$ cat src/rtl/alu_arbiter_if.sv
// Bundle between two requesters, the round-robin ALU arbiter and an external ALU.
// slave = arbiter view, master = requester/ALU view.
interface alu_arbiter_if;
    logic       req0, req1;
    logic [4:0] op0, op1;
    logic [7:0] a0, b0, a1, b1;
    logic       ack0, ack1;
    logic [7:0] result;
    logic       carry, err, busy;
    logic [7:0] alu_a1, alu_a2;
    logic [4:0] alu_control;
    logic       alu_enable;
    logic [7:0] alu_o;
    logic [2:0] alu_status;

    modport slave (
        input  req0, req1, op0, op1, a0, b0, a1, b1, alu_o, alu_status,
        output ack0, ack1, result, carry, err, busy,
               alu_a1, alu_a2, alu_control, alu_enable
    );

    modport master (
        output req0, req1, op0, op1, a0, b0, a1, b1, alu_o, alu_status,
        input  ack0, ack1, result, carry, err, busy,
               alu_a1, alu_a2, alu_control, alu_enable
    );
endinterface

$ cat src/rtl/alu_arbiter.sv
// Two-requester round-robin arbiter sharing one external ALU; strobes the ALU
// for HOLD_CYCLES cycles and returns the captured result with a one-cycle ack.
module alu_arbiter #(
    parameter int HOLD_CYCLES = 1
) (
    input  logic          clk,
    input  logic          rst_n,
    alu_arbiter_if.slave  bus
);
    typedef enum logic [1:0] {S_IDLE, S_SETUP, S_STROBE, S_DONE} state_t;

    localparam logic [4:0] LAST_LEGAL_OP = 5'h10;
    localparam logic [3:0] HOLD_LAST     = 4'(HOLD_CYCLES - 1);

    state_t     r_state, w_next;
    logic       r_last, r_gnt;
    logic [3:0] r_hold_cnt;
    logic       r_ack0, r_ack1, r_carry, r_err, r_enable;
    logic [7:0] r_result, r_a1, r_a2;
    logic [4:0] r_ctl;

    logic       w_any_req, w_gnt_idx, w_illegal, w_hold_done;
    logic       w_busy, w_grant, w_finish;
    logic [4:0] w_op;
    logic [7:0] w_a, w_b;
    logic       w_unused_status;

    assign w_unused_status = ^bus.alu_status[2:1];

    // On a tie the requester that did not win last time is chosen.
    assign w_any_req   = bus.req0 | bus.req1;
    assign w_gnt_idx   = (bus.req0 && bus.req1) ? ~r_last : bus.req1;
    assign w_op        = w_gnt_idx ? bus.op1 : bus.op0;
    assign w_a         = w_gnt_idx ? bus.a1  : bus.a0;
    assign w_b         = w_gnt_idx ? bus.b1  : bus.b0;
    assign w_illegal   = w_op > LAST_LEGAL_OP;
    assign w_hold_done = r_hold_cnt == HOLD_LAST;

    // NOTE: sequential state uses non-blocking assignments so every flop samples pre-edge values.
    always_ff @(posedge clk or negedge rst_n) begin
        if (!rst_n) r_state <= S_IDLE;
        else        r_state <= w_next;
    end

    // NOTE: combinational blocks assign a default first so no latch is inferred.
    always_comb begin
        w_next = r_state;
        case (r_state)
            S_IDLE:   if (w_any_req) w_next = w_illegal ? S_DONE : S_SETUP;
            S_SETUP:  w_next = S_STROBE;
            S_STROBE: if (w_hold_done) w_next = S_DONE;
            S_DONE:   w_next = S_IDLE;
            default:  w_next = S_IDLE;
        endcase
    end

    always_comb begin
        w_busy   = r_state != S_IDLE;
        w_grant  = (r_state == S_IDLE) && w_any_req;
        w_finish = (r_state == S_STROBE) && w_hold_done;
    end

    always_ff @(posedge clk or negedge rst_n) begin
        if (!rst_n) begin
            r_last     <= 1'b1;
            r_gnt      <= 1'b0;
            r_hold_cnt <= 4'd0;
            r_ack0     <= 1'b0;
            r_ack1     <= 1'b0;
            r_carry    <= 1'b0;
            r_err      <= 1'b0;
            r_enable   <= 1'b0;
            r_result   <= 8'h00;
            r_a1       <= 8'h00;
            r_a2       <= 8'h00;
            r_ctl      <= 5'h00;
        end else begin
            r_ack0 <= 1'b0;
            r_ack1 <= 1'b0;
            if (w_grant) begin
                r_ctl  <= w_op;
                r_a1   <= w_a;
                r_a2   <= w_b;
                r_gnt  <= w_gnt_idx;
                r_last <= w_gnt_idx;
                // Illegal codes never touch the ALU and complete on the next cycle.
                if (w_illegal) begin
                    r_result <= 8'h00;
                    r_carry  <= 1'b0;
                    r_err    <= 1'b1;
                    r_ack0   <= ~w_gnt_idx;
                    r_ack1   <= w_gnt_idx;
                end
            end
            if (r_state == S_SETUP) begin
                r_enable   <= 1'b1;
                r_hold_cnt <= 4'd0;
            end
            if (w_finish) begin
                r_enable   <= 1'b0;
                r_result   <= bus.alu_o;
                r_carry    <= bus.alu_status[0];
                r_err      <= 1'b0;
                r_ack0     <= ~r_gnt;
                r_ack1     <= r_gnt;
                r_hold_cnt <= 4'd0;
            end else if (r_state == S_STROBE) begin
                r_hold_cnt <= r_hold_cnt + 4'd1;
            end
        end
    end

    assign bus.ack0        = r_ack0;
    assign bus.ack1        = r_ack1;
    assign bus.result      = r_result;
    assign bus.carry       = r_carry;
    assign bus.err         = r_err;
    assign bus.busy        = w_busy;
    assign bus.alu_a1      = r_a1;
    assign bus.alu_a2      = r_a2;
    assign bus.alu_control = r_ctl;
    assign bus.alu_enable  = r_enable;
endmodule

$ cat src/flat_wrapper.sv
// flat-port wrapper written by rule: the top's interface ports become plain ports
module alu_arbiter_flat 
#(
    parameter int HOLD_CYCLES = 1
)
  (clk, rst_n, bus_req0, bus_req1, bus_op0, bus_op1, bus_a0, bus_b0, bus_a1, bus_b1, bus_alu_o, bus_alu_status, bus_ack0, bus_ack1, bus_result, bus_carry, bus_err, bus_busy, bus_alu_a1, bus_alu_a2, bus_alu_control, bus_alu_enable);
  alu_arbiter_if bus_i ();
  input  logic clk;
  input  logic rst_n;
  input wire logic [$bits(bus_i.req0)-1:0] bus_req0;
  input wire logic [$bits(bus_i.req1)-1:0] bus_req1;
  input wire logic [$bits(bus_i.op0)-1:0] bus_op0;
  input wire logic [$bits(bus_i.op1)-1:0] bus_op1;
  input wire logic [$bits(bus_i.a0)-1:0] bus_a0;
  input wire logic [$bits(bus_i.b0)-1:0] bus_b0;
  input wire logic [$bits(bus_i.a1)-1:0] bus_a1;
  input wire logic [$bits(bus_i.b1)-1:0] bus_b1;
  input wire logic [$bits(bus_i.alu_o)-1:0] bus_alu_o;
  input wire logic [$bits(bus_i.alu_status)-1:0] bus_alu_status;
  output wire logic [$bits(bus_i.ack0)-1:0] bus_ack0;
  output wire logic [$bits(bus_i.ack1)-1:0] bus_ack1;
  output wire logic [$bits(bus_i.result)-1:0] bus_result;
  output wire logic [$bits(bus_i.carry)-1:0] bus_carry;
  output wire logic [$bits(bus_i.err)-1:0] bus_err;
  output wire logic [$bits(bus_i.busy)-1:0] bus_busy;
  output wire logic [$bits(bus_i.alu_a1)-1:0] bus_alu_a1;
  output wire logic [$bits(bus_i.alu_a2)-1:0] bus_alu_a2;
  output wire logic [$bits(bus_i.alu_control)-1:0] bus_alu_control;
  output wire logic [$bits(bus_i.alu_enable)-1:0] bus_alu_enable;
  assign bus_i.req0 = bus_req0;
  assign bus_i.req1 = bus_req1;
  assign bus_i.op0 = bus_op0;
  assign bus_i.op1 = bus_op1;
  assign bus_i.a0 = bus_a0;
  assign bus_i.b0 = bus_b0;
  assign bus_i.a1 = bus_a1;
  assign bus_i.b1 = bus_b1;
  assign bus_i.alu_o = bus_alu_o;
  assign bus_i.alu_status = bus_alu_status;
  assign bus_ack0 = bus_i.ack0;
  assign bus_ack1 = bus_i.ack1;
  assign bus_result = bus_i.result;
  assign bus_carry = bus_i.carry;
  assign bus_err = bus_i.err;
  assign bus_busy = bus_i.busy;
  assign bus_alu_a1 = bus_i.alu_a1;
  assign bus_alu_a2 = bus_i.alu_a2;
  assign bus_alu_control = bus_i.alu_control;
  assign bus_alu_enable = bus_i.alu_enable;
  alu_arbiter #(.HOLD_CYCLES(HOLD_CYCLES)) u_core (.clk(clk), .rst_n(rst_n), .bus(bus_i));
endmodule
$ cat config.mk
export PLATFORM = sky130hd
export DESIGN_NAME = alu_arbiter_flat
export DESIGN_NICKNAME = d
export VERILOG_FILES = /design/src/rtl/alu_arbiter_if.sv /design/src/rtl/alu_arbiter.sv /design/src/flat_wrapper.sv
export SDC_FILE = /design/constraint.sdc
export NUM_CORES = 1
export LEC_CHECK = 0
export ABC_AREA = 1
export BUFFER_PORTS_ARGS = -buffer_cell sky130_fd_sc_hd__buf_2
export CORE_ASPECT_RATIO = 0.9
export CORE_MARGIN = 5
export CORE_UTILIZATION = 40
export DETAILED_ROUTE_END_ITERATION = 16
export MAX_ROUTING_LAYER = met4
export PLACE_DENSITY = 0.67
export SETUP_SLACK_MARGIN = 0.3
export SYNTH_ARGS = -nofsm -noshare
export SYNTH_HDL_FRONTEND = slang
export SYNTH_SLANG_ARGS = --single-unit
$ cat constraint.sdc
create_clock -name clk -period 2.08 [get_ports clk]
set_clock_uncertainty 0.1 [all_clocks]
set_input_delay 0.624 -clock clk [delete_from_list [all_inputs] [get_ports clk]]
set_output_delay 0.624 -clock clk [all_outputs]
set_load 0.01 [all_outputs]
==> impl_metrics.yaml <==
outcome:
  status: "complete, no violations"
synthesis:
  synth_cell_type_count: 25
  netlist_instances: 230
  synth_xor_area_share_pct: 0.4481
  synth-compound-area-share_pct: 13.76
  syn_area_mm2: 0.001954
  ys_seq_area_share_pct: 53.84
  avgSynthCellArea_um2: 8.497
  yosys_register_bits: 42
  synth_top_family_by_area: "simple AND/OR/NAND/NOR gates"
  yosys.area_share.simple_pct: 22.60
  synth.net_count: 292
  muxShareOfSynthArea_pct: 0
  yosysWarningCount: 0
  synthAdderAreaFrac_pct: 3.201
sta:
  whs_ns: 0.1618
  period_share_pct: 86.72
  grt_setup_unrepaired: "yes"
  setup-violations-final: 0
  relSlewSlack_pct: 70.68
  fmax_mhz: 554.4
  tns_ns: 0
  tightest_slew_ns: 0.4399
  min_period_ns: 1.804
  drv_slew: 0
  hold_viol: 0
cells_and_area:
  final_cell_mix: "88 x buf_2, 54 x nand2_1, 41 x dfrtp_1, 29 x o21ai_0, 26 x nor2_1"
  fillers: 476
  drive_above_1_share_pct: 37.76
  seqCellArea_mm2: 0.001052
  area_delta_synth_final_pct: 36.24
  multi_input_area_um2: 809.5
  layout_commonest_cell: "buf_2"
  final_cells: 396
  post-route-util_pct: 55.42
  finalNetCount: 392
  antenna_cells: 0
pwr:
  power.leakage_nw: 1.418
  pwr_density_cell_mw_per_mm2: 1374
  vdd_drop_max_v: 0.0005718
global_route:
  grt_pass1_vias: 1926
  grt_max_degree: 27
  grt_antenna_before_repair: 0
  grt_usage_pct: 16.22
  overflow: 0
  grt_pass1_wl_um: 8438
floorplanning:
  core_area_mm2: 0.004805
  die_height_um: 76.31
  io_pins: 92
  die_w_um: 83.68
  initial_core_util_pct: 40.68
  die-area_mm2: 0.006386
  rows: 24
clocking:
  numCtsBuffers: 5
  ctsLongestPathBuffers: 2
  clk_pin_slew_ns: 0.09
  cts_root_buffer: "clkbuf_8"
  htreeDepth: 2
  cts_tree: "done"
  hold_buffers: 0
  numClockSinks: 42
  clock_latency_ns: 0.29
placement:
  place.gp.congestion: 0.7816
  dp_hpwl_um: 3621
  place.port_buffers: 89
  dpl.cell_count: 381
detailed_routing:
  wl_per_cell_um: 12.62
  drt_wl_total_um: 4998
  first_pass_iters: 5
  avgViaCountPerCell: 4.854
  drcViolationCount: 0
  num_vias: 1922
  drtIter0Drc: 94
  ant_nets: 0
setup_path:
  critPathMaxStageDelay_ns: 0.40
  critical_path.cell_chain: "inv_2 -> ha_4 -> inv_4 -> buf_6"
  crit_arrival_ns: 1.08
  r2r_start: "u_core.r_state[0]"
  reg2reg_depth: 8
  worst-path-max-fanout: 2
  crit_path_end: "bus_busy"
  r2r_setup_slack_ns: 0.45
  crit_start: "u_core.r_state[0]"
  worstReg2RegEnd: "u_core.r_state[1]"
  start_kind: "flip-flop"
  end_kind: "output port"
  critPathRequiredTime_ns: 1.36
  slowest_stage: "dfrtp_1"
  worst-setup-path-type: "flip-flop to output port"
run:
  cap_violations: 0
worst_hold_path:
  hold_path_class: "primary input to async pin"
## final cells by class
type                       instances  area share [%]
sequential                        42           39.52
multi-input combinational        163           30.40
timing repair buffer             101           20.96
tap                               65           3.055
clock buffer                       5           2.585
inverter                          16           2.491
clock inverter                     3          0.7049
timing repair inverter             1          0.2820
## through the flow
step | setup WS (ns) | total power [mW] | area (um2)
2_1_floorplan | 0.4665 | 2.363 | 1954
3_3_place_gp | 0.1365 | 2.936 | 2479
3_5_place_dp | 0.1198 | 2.967 | 2479
4_1_cts | 0.2887 | 3.629 | 2625
5_1_grt | 0.2292 | 3.999 | 2663
6_report | 0.2762 | 3.659 | 2663
## timing repair
| item | in CTS | in global routing |
|---|---|---|
| gates resized for setup | 7 | 6 |
| pin swaps | 1 | 1 |
| gates cloned | 0 | 1 |
| setup buffers | 5 | 1 |
| setup endpoints to repair | 1 | 12 |
| hold endpoints to repair | 0 | 0 |
## power by group
| group | switching [mW] | total, mW | internal, mW |
|---|---|---|---|
| combinational | 1.03 | 1.78 | 0.753 |
| sequential | 0.175 | 1.36 | 1.19 |
| clock | 0.279 | 0.515 | 0.236 |
| total | 1.48 | 3.66 | 2.17 |
## kinds of logic (layout without fill, tap and decap cells)
kind of cell / Yosys count / in the layout
compound gates: 51 / 51
xor+xnor: 1 / 1
fa+ha+maj: 5 / 5
buf+inv: 25 / 126
flops: 42 / 42
simple gates: 106 / 106
## per-layer routing
metal | wire [um] | track usage, %
met1 | 2244 | 20.69
met2 | 2325 | 25.76
met3 | 409 | 4.541
met4 | 18 | 3.859
met5 | 0 | -
## worst max-delay path: cells and delay by family, from the launching register on
kind,cells,cell delay (ns)
buffers and inverters,3,0.23
DFF,1,0.40
adders and majority gates,1,0.15
## cell usage after synthesis, drive strengths merged
cell type  count  area share, %
a21boi         1           0.38
a21oi          5            1.5
a31oi          5            1.6
buf            7            2.7
clkbuf         2           0.38
dfrtp         41             52
dfstp          1            1.3
ha             5            3.2
inv           16            3.1
nand2         59             12
nand3         18            4.9
nand4          1           0.32
nor2          26            5.0
nor3           1           0.26
o21ai         39             10
o22ai          1           0.32
or2            1           0.32
xor2           1           0.45
## worst min-delay path by stage
stage | start | endpoint | slack (ns) | cells past startpoint
global route | rst_n | u_core.bus.alu_a2[2] | 0.19 | 1
global placement | u_core.r_last | u_core.r_last | 0.36 | 2
floorplan | rst_n | u_core.bus.ack0 | 0.23 | 0
detailed placement | u_core.r_last | u_core.r_last | 0.36 | 2
finish | rst_n | u_core.bus.ack1 | 0.16 | 1
CTS | rst_n | u_core.bus.result[5] | 0.18 | 1
## state kept, by name (all words and copies together) (netlist names), 2 cells and up
signal                  flops
u_core.bus.alu_a1           8
u_core.r_hold_cnt           4
u_core.r_state              2
u_core.bus.alu_control      5
u_core.bus.alu_a2           8
u_core.bus.result           8
Power figures use the tool's default switching activity.
